==> src/rtl/parking_occupancy_controller.sv <==
// rtl/parking_occupancy_controller.sv - multi-gate saturating parking occupancy counter
// Rising sensor edges from all gates are netted each cycle and clipped into 0..CAP.
module parking_occupancy_controller #(
  parameter int GATES  = 2,
  parameter int CAP    = 15,
  parameter int CW     = 4,
  parameter int ALMOST = 2
) (
  input  logic               clk,
  input  logic               reset,
  input  logic [2*GATES-1:0] inc_dec,
  input  logic               clear,
  output logic [CW-1:0]      count,
  output logic [CW-1:0]      free,
  output logic               full,
  output logic               empty,
  output logic               almost_full,
  output logic               err_overflow,
  output logic               err_underflow,
  output logic [GATES-1:0]   gate_open
);

  localparam int EW = $clog2(GATES + 1);
  localparam int SW = CW + EW + 1;

  localparam logic signed [SW-1:0] ONE      = {{(SW-1){1'b0}}, 1'b1};
  localparam logic signed [SW-1:0] CAP_S    = SW'(CAP);
  localparam logic        [CW-1:0] CAP_C    = CW'(CAP);
  localparam logic        [CW-1:0] ALMOST_C = CW'(ALMOST);

  logic [2*GATES-1:0]    prev;
  logic [2*GATES-1:0]    rise;
  logic signed [SW-1:0]  e_cnt;
  logic signed [SW-1:0]  x_cnt;
  logic signed [SW-1:0]  n_sum;
  logic                  ovf;
  logic                  unf;
  logic [CW-1:0]         next_count;

  assign rise = inc_dec & ~prev;

  // A gate whose entry and exit fire together is a sensor fault: both are dropped.
  always_comb begin
    e_cnt = '0;
    x_cnt = '0;
    for (int g = 0; g < GATES; g++) begin
      if (rise[2*g+1] && !rise[2*g]) e_cnt = e_cnt + ONE;
      if (rise[2*g] && !rise[2*g+1]) x_cnt = x_cnt + ONE;
    end
    n_sum      = $signed({{(SW-CW){1'b0}}, count}) + e_cnt - x_cnt;
    ovf        = n_sum > CAP_S;
    unf        = n_sum[SW-1];
    next_count = n_sum[CW-1:0];
    if (ovf) next_count = CAP_C;
    else if (unf) next_count = '0;
  end

  // prev resets high so a sensor held through reset release does not count.
  always_ff @(posedge clk or negedge reset) begin
    if (!reset) begin
      prev          <= '1;
      count         <= '0;
      err_overflow  <= 1'b0;
      err_underflow <= 1'b0;
    end else begin
      prev <= inc_dec;
      if (clear) begin
        count         <= '0;
        err_overflow  <= 1'b0;
        err_underflow <= 1'b0;
      end else begin
        count <= next_count;
        if (ovf) err_overflow <= 1'b1;
        if (unf) err_underflow <= 1'b1;
      end
    end
  end

  assign free        = CAP_C - count;
  assign full        = (count == CAP_C);
  assign empty       = (count == '0);
  assign almost_full = (free <= ALMOST_C);
  assign gate_open   = {GATES{~full}};

endmodule
==> config.mk <==
export PLATFORM = sky130hd
export DESIGN_NAME = parking_occupancy_controller
export DESIGN_NICKNAME = d
export VERILOG_FILES = /design/src/rtl/parking_occupancy_controller.sv
export SDC_FILE = /design/constraint.sdc
export NUM_CORES = 1
export LEC_CHECK = 0
export ABC_AREA = 0
export CELL_PAD_IN_SITES_DETAIL_PLACEMENT = 1
export CELL_PAD_IN_SITES_GLOBAL_PLACEMENT = 1
export CORE_UTILIZATION = 37
export CTS_CLUSTER_DIAMETER = 60
export DETAILED_ROUTE_END_ITERATION = 10
export PLACE_DENSITY_LB_ADDON = 0.05
export SKIP_LAST_GASP = 1
export SLEW_MARGIN = 30
export SYNTH_ARGS = -nofsm -noshare
export SYNTH_HDL_FRONTEND = slang
export SYNTH_SLANG_ARGS = --single-unit
==> constraint.sdc <==
create_clock -name clk -period 5.9 [get_ports clk]
set_input_delay 0.59 -clock clk [delete_from_list [all_inputs] [get_ports clk]]
set_output_delay 0.59 -clock clk [all_outputs]
set_load 0.05 [all_outputs]
# == Word level (Yosys, flattened, before mapping) ==
# Cells that the tools add are included.
# word_totals
ff_bits,10
latch_bits,0
mem_bits_rw,0
romBits,0
mem_count,0
# classes
addsub,5
n_mul,0
div_mod_pow,0
n_lt_le_gt_ge,2
eq_ne,1
n_shift,0
n_mux,11
n_bitwise,3
reduce_logical,11
# ops
op,count
adder 7 x 2 -> 7 bit (second input constant),2
2-to-1 mux 7 bit,2
2-to-1 mux 4 bit,3
adder 5 x 7 -> 7 bit,1
> comparator 7 x 5 -> 1 bit (second input constant),1
subtractor 7 bit,1
2-to-1 mux 1 bit,6
bitwise AND 4 bit,1
equality test 4 bit (second input constant),1
less-or-equal comparator 4 x 2 -> 1 bit (second input constant),1
logical AND 1 bit,4
logical NOT 1 bit,4
logical NOT 4 bit,1
NOT 4 bit,1
nonzero test 2 bit,2
subtractor 4 bit (first input constant),1
NOT 1 bit,1

# == Logic depth before layout (Yosys ltp) ==
# Gate-level depths: netlist of the first run.
# depth
ltp_word,12
ltp_mapped,12
ltp_nobuf,12

# == Worst setup path before layout of the first run ==
# OpenSTA, ideal clock, no wires.
# synth_timing
path_kind,reg2out
from,reg count[3]
to,out almost_full
t_arrival_ns,2.898
required_ns,5.310
setup_slack_ns,2.412
stages_incl_launch_ff,4
cell_sequence,dfrtp_1 -> buf_4 -> inv_1 -> o41ai_1
# synth_via
elab_chain_cells,2
# synth_lines
item,line_no,text
from (decl),13,"output logic [CW-1:0] count,"
from (signal assigned),72,count <= next_count;
subtractor 4 bit,79,assign free = CAP_C - count;
via free[3],14,"output logic [CW-1:0] free,"
less-or-equal comparator 4 x 2 -> 1 bit,82,assign almost_full = (free <= ALMOST_C);
to (decl),17,"output logic almost_full,"
# The timed path passes the listed nets, and every way through them passes these cells.

# == Worst setup path after layout of the first run ==
# layout_timing
from,in inc_dec[3]
to,reg count[2]
# layout_via
elab_chain_cells,8
# layout_lines
item,line_no,text
from (decl),11,"input logic [2*GATES-1:0] inc_dec,"
bitwise AND 4 bit (*),40,assign rise = inc_dec & ~prev;
logical AND 1 bit / logical NOT 1 bit (equally long branches),"47, 48",
2-to-1 mux 7 bit / logical AND 1 bit (equally long branches),"47, 48",
adder 5 x 7 -> 7 bit / 2-to-1 mux 7 bit (equally long branches),"50, 48",
subtractor 7 bit (*),50,"n_sum = $signed({{(SW-CW){1'b0}}, count}) + e_cnt - x_cnt;"
> comparator 7 x 5 -> 1 bit / 2-to-1 mux 4 bit (equally long branches),"51, 55",
2-to-1 mux 4 bit (*),54,if (ovf) next_count = CAP_C;
2-to-1 mux 4 bit (*),67,if (clear) begin
# Mark *: on every way between the ends. The rest lies on a longest branch, timed or not.
# A chain may end at the register's enable or synchronous reset.

==> results.md, run 1 <==
- CTS tree: yes
- Fmax: 0.313 GHz
- CP arrival: between 3000 and 4000 ps
- TritonCTS Buffers: 3
- Worst-path fanout max: 8
- Crit Path Class: in2reg
- Total track usage: 0.175
- Max cap viols: 0
- Register area share after synthesis: 0.354
- CP peak stage delay: 490 ps
- Worst R2R End: count[2]
- Post-Synthesis Mean Instance Area: slightly above 10 µm²
- Pre-antenna DRT Iters: 4
- Critical path's slowest cell: fa_1
- Rel. slew slack: 0.665
- Routed wire length: 1460 µm
- Vias per std cell: 4.83
- Stages on the worst setup path: 10
- Row cnt: 15
- Synth Net Count: 89
- Nets: 113
- Final setup viols: 0
- Fin. Hold Viols: 0
- Tot Pwr: 0.000499 W
- First-pass GRT wire length: 2480 µm
- FF-to-FF Start: prev[2]
- Initial antenna violation count: 0
- Vias: 570
- Synth top area cells: dfrtp_1, ha_1, dfstp_2, inv_1, fa_1
- Netlist Area Pre-Place: 722 µm²
- Cts repair resizes: 0
- Commonest non-fill, non-tap cell in the layout: clkdlybuf4s50_1
- Routed WL per cell: around 12 µm
- CP dominant cell by count: fa_1
- Post-route cell area: between 900 and 1000 µm²
- GP Congestion: 0.757
- P&R area growth vs syn: 36.4%
- Layout cell share with drive strength beyond 1: 0.151
- Min-delay src: err_underflow
- Min-Delay Endpoint: err_underflow
- Count of cell types in the netlist: 28
- Critical path's top delay family: adder cells
- Placement-stage cell area: ~950 µm²
- Reg2reg setup slack: 3120 ps
- Flops & latches, synth: 10
- Crit path buffers/inverters: 1
- Hold path cells: 1
- Antenna Violating Nets Remaining: 0
- Drt drc: 0
- Post-CTS Repair Setup Buffers: 0
- Vias in the first global route: approximately 580
- Root buf cell: clkbuf_4
- CP Data Required Time: 6060 ps
- Hold crit path type: reg2reg
- N_diodes: 0
- Setup tns final: 0 ps
- RSZ-0062 raised after global routing: false
- Die Span Y: 46.2 µm
- GRT overflow: 0
- Critical Path, Cell by Cell: clkdlybuf4s50_1 > nor2b_1 > a21boi_0 > ha_1 > fa_1 > fa_1 > a21oi_2 > o21bai_4 > a211oi_1 > nor2_1
- Syn Inst Count: 70
- Initial core utilization: 0.405
- Largest area contributor in the netlist: dfrtp_1
- Leakage: 0.445 nW
- Port buffer count: 21
- Core footprint: 1780 µm²
- Largest net degree at the start of global routing: 13
- Final period utilization: 0.541
- Post-synth top area share: 0.208
- CTS Sinks: 10
- Pwr dens: 507 nW/µm²
- Setup crit end kind: register
- Worst slew pin tran: about 500 ps
- First DRT Iteration DRCs: 4
- I/O Pins: 22
- H-tree Lvls: 1
- Critical Path Start Type: input pin
- Final slew viol count: 0
- Commonest cells after routing, fill and taps aside: clkdlybuf4s50_1, inv_1, ha_1, dfrtp_1
- Full die area: 2130 µm²
- Worst Clk Skew: about 5.9 ps
- Clock transition at path regs: 70 ps
- Status: completed
- HPWL after detailed placement: 1180 µm
- Synthesis Warnings: 0
- Hold buffer count at CTS: 0
- R2R depth: 9
- Max VDD drop: 0.258 mV
- Minimum clock period: ~3200 ps
- Clk buf depth: 2
- DIE WIDTH: 46.2 µm
- Latest clock arrival within the worst-skew pair: 270 ps
==> cells by family after synthesis <==
family | after synthesis | share of synthesized area
AOI/OAI and AO/OA | 16 | 0.185
buffers and inverters | 15 | 0.0884
and+or+nand+nor | 15 | 0.118
adders and majority gates | 12 | 0.229
DFF | 10 | 0.354
xor gates and xnor gates | 1 | 0.0121
muxes | 1 | 0.0139
==> where the power goes <==
group	internal (W)	switching, W	leakage, nW
Combinational	0.000122	0.000208	0.303
Clock	0.0000375	0.0000264	0.0210
Sequential	0.0000852	0.0000200	0.121
==> state kept, by name, summed over array words and instances, names as in the netlist <==
signal / flops
err_underflow: 1
prev: 4
count: 4
err_overflow: 1
==> cell type report <==
class | count | area, µm²
sequential | 10 | 255
timing repair buffer | 21 | 210
multi-input combinational | 45 | 403
fill | 197 | 798
clock buffer | 4 | 36.3
tap | 25 | 31.3
inverter | 13 | 48.8
==> how the worst max path moves through the flow <==
| stage | start | to | slack (ps) |
|---|---|---|---|
| finish | inc_dec[3] | count[2] | 2710 |
| global route | inc_dec[3] | count[2] | 2510 |
| CTS | inc_dec[3] | err_overflow | 2740 |
| detailed placement | inc_dec[3] | err_overflow | 2430 |
| global placement | inc_dec[3] | count[2] | 2510 |
| floorplan | count[3] | almost_full | 2410 |
==> through the flow <==
step	hold slack [ps]	utilization	std cells	setup slack, ps
floorplan	294	-	70	2410
global placement	482	0.532	114	2510
detailed placement	483	0.532	114	2430
CTS	504	0.552	118	2740
global route	529	0.552	118	2510
finish	501	0.552	118	2710
==> Yosys cell counts (all sizes together) <==
cell type / n
nand3: 1
a21oi: 4
a21boi: 2
nor2: 4
and3: 1
buf: 2
nor2b: 2
inv: 13
xor2: 1
nand2: 1
o41ai: 1
o21bai: 1
dfstp: 4
o21ai: 2
nor3b: 2
a211oi: 4
mux2i: 1
a21o: 1
ha: 10
nand2b: 2
fa: 2
dfrtp: 6
o21a: 1
nor3: 2
==> layer usage <==
metal / track usage / vias up / share of wire
li1: - / 278 / -
met1: 0.211 / 273 / 0.47
met2: 0.282 / 17 / 0.47
met3: 0.0353 / 2 / 0.047
met4: 0.106 / 0 / 0.019
met5: 0 / - / 0
(Power assumes the default switching activity.)
==> inputs of run 2 (changes only) <==
--- a/config.mk
+++ b/config.mk
@@ -8,7 +8,7 @@
 export ABC_AREA = 0
 export CELL_PAD_IN_SITES_DETAIL_PLACEMENT = 1
 export CELL_PAD_IN_SITES_GLOBAL_PLACEMENT = 1
-export CORE_UTILIZATION = 37
+export CORE_UTILIZATION = 31
 export CTS_CLUSTER_DIAMETER = 60
 export DETAILED_ROUTE_END_ITERATION = 10
 export PLACE_DENSITY_LB_ADDON = 0.05
==> constraint.sdc (replaced) <==
create_clock -name clk -period 2.85 [get_ports clk]
set_input_delay 0.285 -clock clk [delete_from_list [all_inputs] [get_ports clk]]
set_output_delay 0.285 -clock clk [all_outputs]
set_load 0.05 [all_outputs]
==> results.md, run 2 (same netlist as run 1, synthesis figures left out) <==
- Latest clock arrival within the worst-skew pair: 270 ps
- DIE WIDTH: approximately 50 µm
- Initial antenna violation count: 0
- Critical Path Start Type: input pin
- Setup crit end kind: register
- Core footprint: 2210 µm²
- RSZ-0062 raised after global routing: false
- Full die area: between 2000 and 3000 µm²
- Vias: 595
- Final setup viols: 0
- CTS Sinks: 10
- Routed wire length: 1580 µm
- Max VDD drop: 0.496 mV
- Pwr dens: 1020 nW/µm²
- GRT overflow: 0
- Layout cell share with drive strength beyond 1: 0.293
- I/O Pins: 22
- Hold crit path type: in2async
- Clock transition at path regs: 70 ps
- Pre-antenna DRT Iters: 2
- CP Data Required Time: 3000 ps
- Critical Path, Cell by Cell: clkdlybuf4s50_1 > nor2b_2 > a21boi_2 > ha_1 > fa_1 > fa_2 > a21oi_2 > o21bai_4 > a211oi_2 > nor3_2
- Row cnt: 17
- Fin worst setup slack: between 150 and 200 ps
- Leakage: 0.489 nW
- Largest registers: count x4, prev x4
- Worst hold slack: 328 ps
- Vias per std cell: 4.69
- Total track usage: 0.136
- First-pass GRT wire length: 2500 µm
- N_diodes: 0
- CP arrival: roughly 2800 ps
- CTS tree: yes
- Crit Path Class: in2reg
- First DRT Iteration DRCs: 4
- Antenna Violating Nets Remaining: 0
- TritonCTS Buffers: 3
- Largest net degree at the start of global routing: 13
- Commonest non-fill, non-tap cell in the layout: clkdlybuf4s50_1
- Max cap viols: 0
- Vias in the first global route: 535
- Dpl cells: between 100 and 150
- Drt drc: 0
- Commonest cells after routing, fill and taps aside: clkdlybuf4s50_1, inv_1, ha_1, dfrtp_1, buf_4
- Post-place setup slack: -317 ps
- Clk buf depth: 2
- Die Span Y: 50.3 µm
- Initial core utilization: 0.326
- Fmax: 0.373 GHz
- HPWL after detailed placement: 1310 µm
- Port buffer count: 21
- Worst slew pin tran: 497 ps
- GP Congestion: 0.792
- Nets: between 100 and 150
- Fin. Hold Viols: 0
- Final period utilization: 0.942
- Register area: 255 µm²
- H-tree Lvls: 1
- Status: completed
- P&R area growth vs syn: 48.5%
- Rel. slew slack: 0.668
- Fill count: between 200 and 300
- Post-CTS Repair Setup Buffers: 0
- Root buf cell: clkbuf_4
- Worst-path fanout max: 8
- Non-filler instance count after layout: 127
- Critical path's slowest cell: clkdlybuf4s50_1
- Multi-input combinational cell area: 442 µm²
- Routed WL per cell: 12.5 µm
- Minimum clock period: 2680 ps
- Final slew viol count: 0
- CP peak stage delay: roughly 470 ps
- Worst Clk Skew: 5.07 ps
==> run 2: changes by cell type in the layout (fill, tap and decap cells not counted), sizes merged <==
cell	before	now
buf	0	6
==> run 2: layout make-up <==
cell class	count	share of cell area
multi-input combinational	45	0.412
tap	28	0.0327
sequential	10	0.238
timing repair buffer	27	0.238
clock buffer	4	0.0338
inverter	13	0.0455
==> run 2: worst paths after layout <==
kind	cells past startpoint	slack [ps]	from	endpoint
setup / recovery	10	170	inc_dec[1]	err_overflow
hold / removal	1	330	reset	count[1]
setup reg to reg	12	200	prev[1]	err_overflow
hold reg to reg	1	500	err_underflow	err_underflow
max in group asynchronous	1	2180	reset	prev[1]
min in group clk	1	440	inc_dec[1]	prev[1]
==> run 2: what timing repair did <==
item                                    in CTS  in global routing
pin swaps                                    0                  2
endpoints found under the setup margin       4                  5
cloned                                       0                  0
hold buffers                                 0                  0
gates resized for setup                      2                  8
==> run 2: critical path, delay by kind of cell <==
family,cells,cell delay [ps]
adder cells (fa/ha/maj),3,1070
buffers and inverters,1,470
AND/OR/NAND/NOR,2,240
AO/OA/AOI/OAI,4,760
==> run 2: through the flow <==
stage | power, W | TNS, ps | utilization | area (µm²)
2_1_floorplan | 0.000725 | 0 | - | 729
3_3_place_gp | 0.000937 | -1160 | 0.454 | 1000
3_5_place_dp | 0.000943 | -1610 | 0.454 | 1000
4_1_cts | 0.00108 | 0 | 0.473 | 1050
5_1_grt | 0.00116 | 0 | 0.485 | 1070
6_report | 0.00109 | 0 | 0.485 | 1070
==> run 2: power by group <==
part	switching [W]	total (W)	leakage, nW	internal (W)
Sequential	0.0000471	0.000223	0.121	0.000176
Combinational	0.000450	0.000736	0.347	0.000286
Clock	0.0000523	0.000130	0.0210	0.0000776
==> run 2: routing by layer <==
layer,wire (µm),share of wire,up-vias,GRT usage
met1,818,0.52,284,0.199
met4,12,0.0076,0,0.0714
li1,-,-,299,-
met3,37,0.023,2,0.0273
met2,714,0.45,10,0.184
met5,0,0,-,0
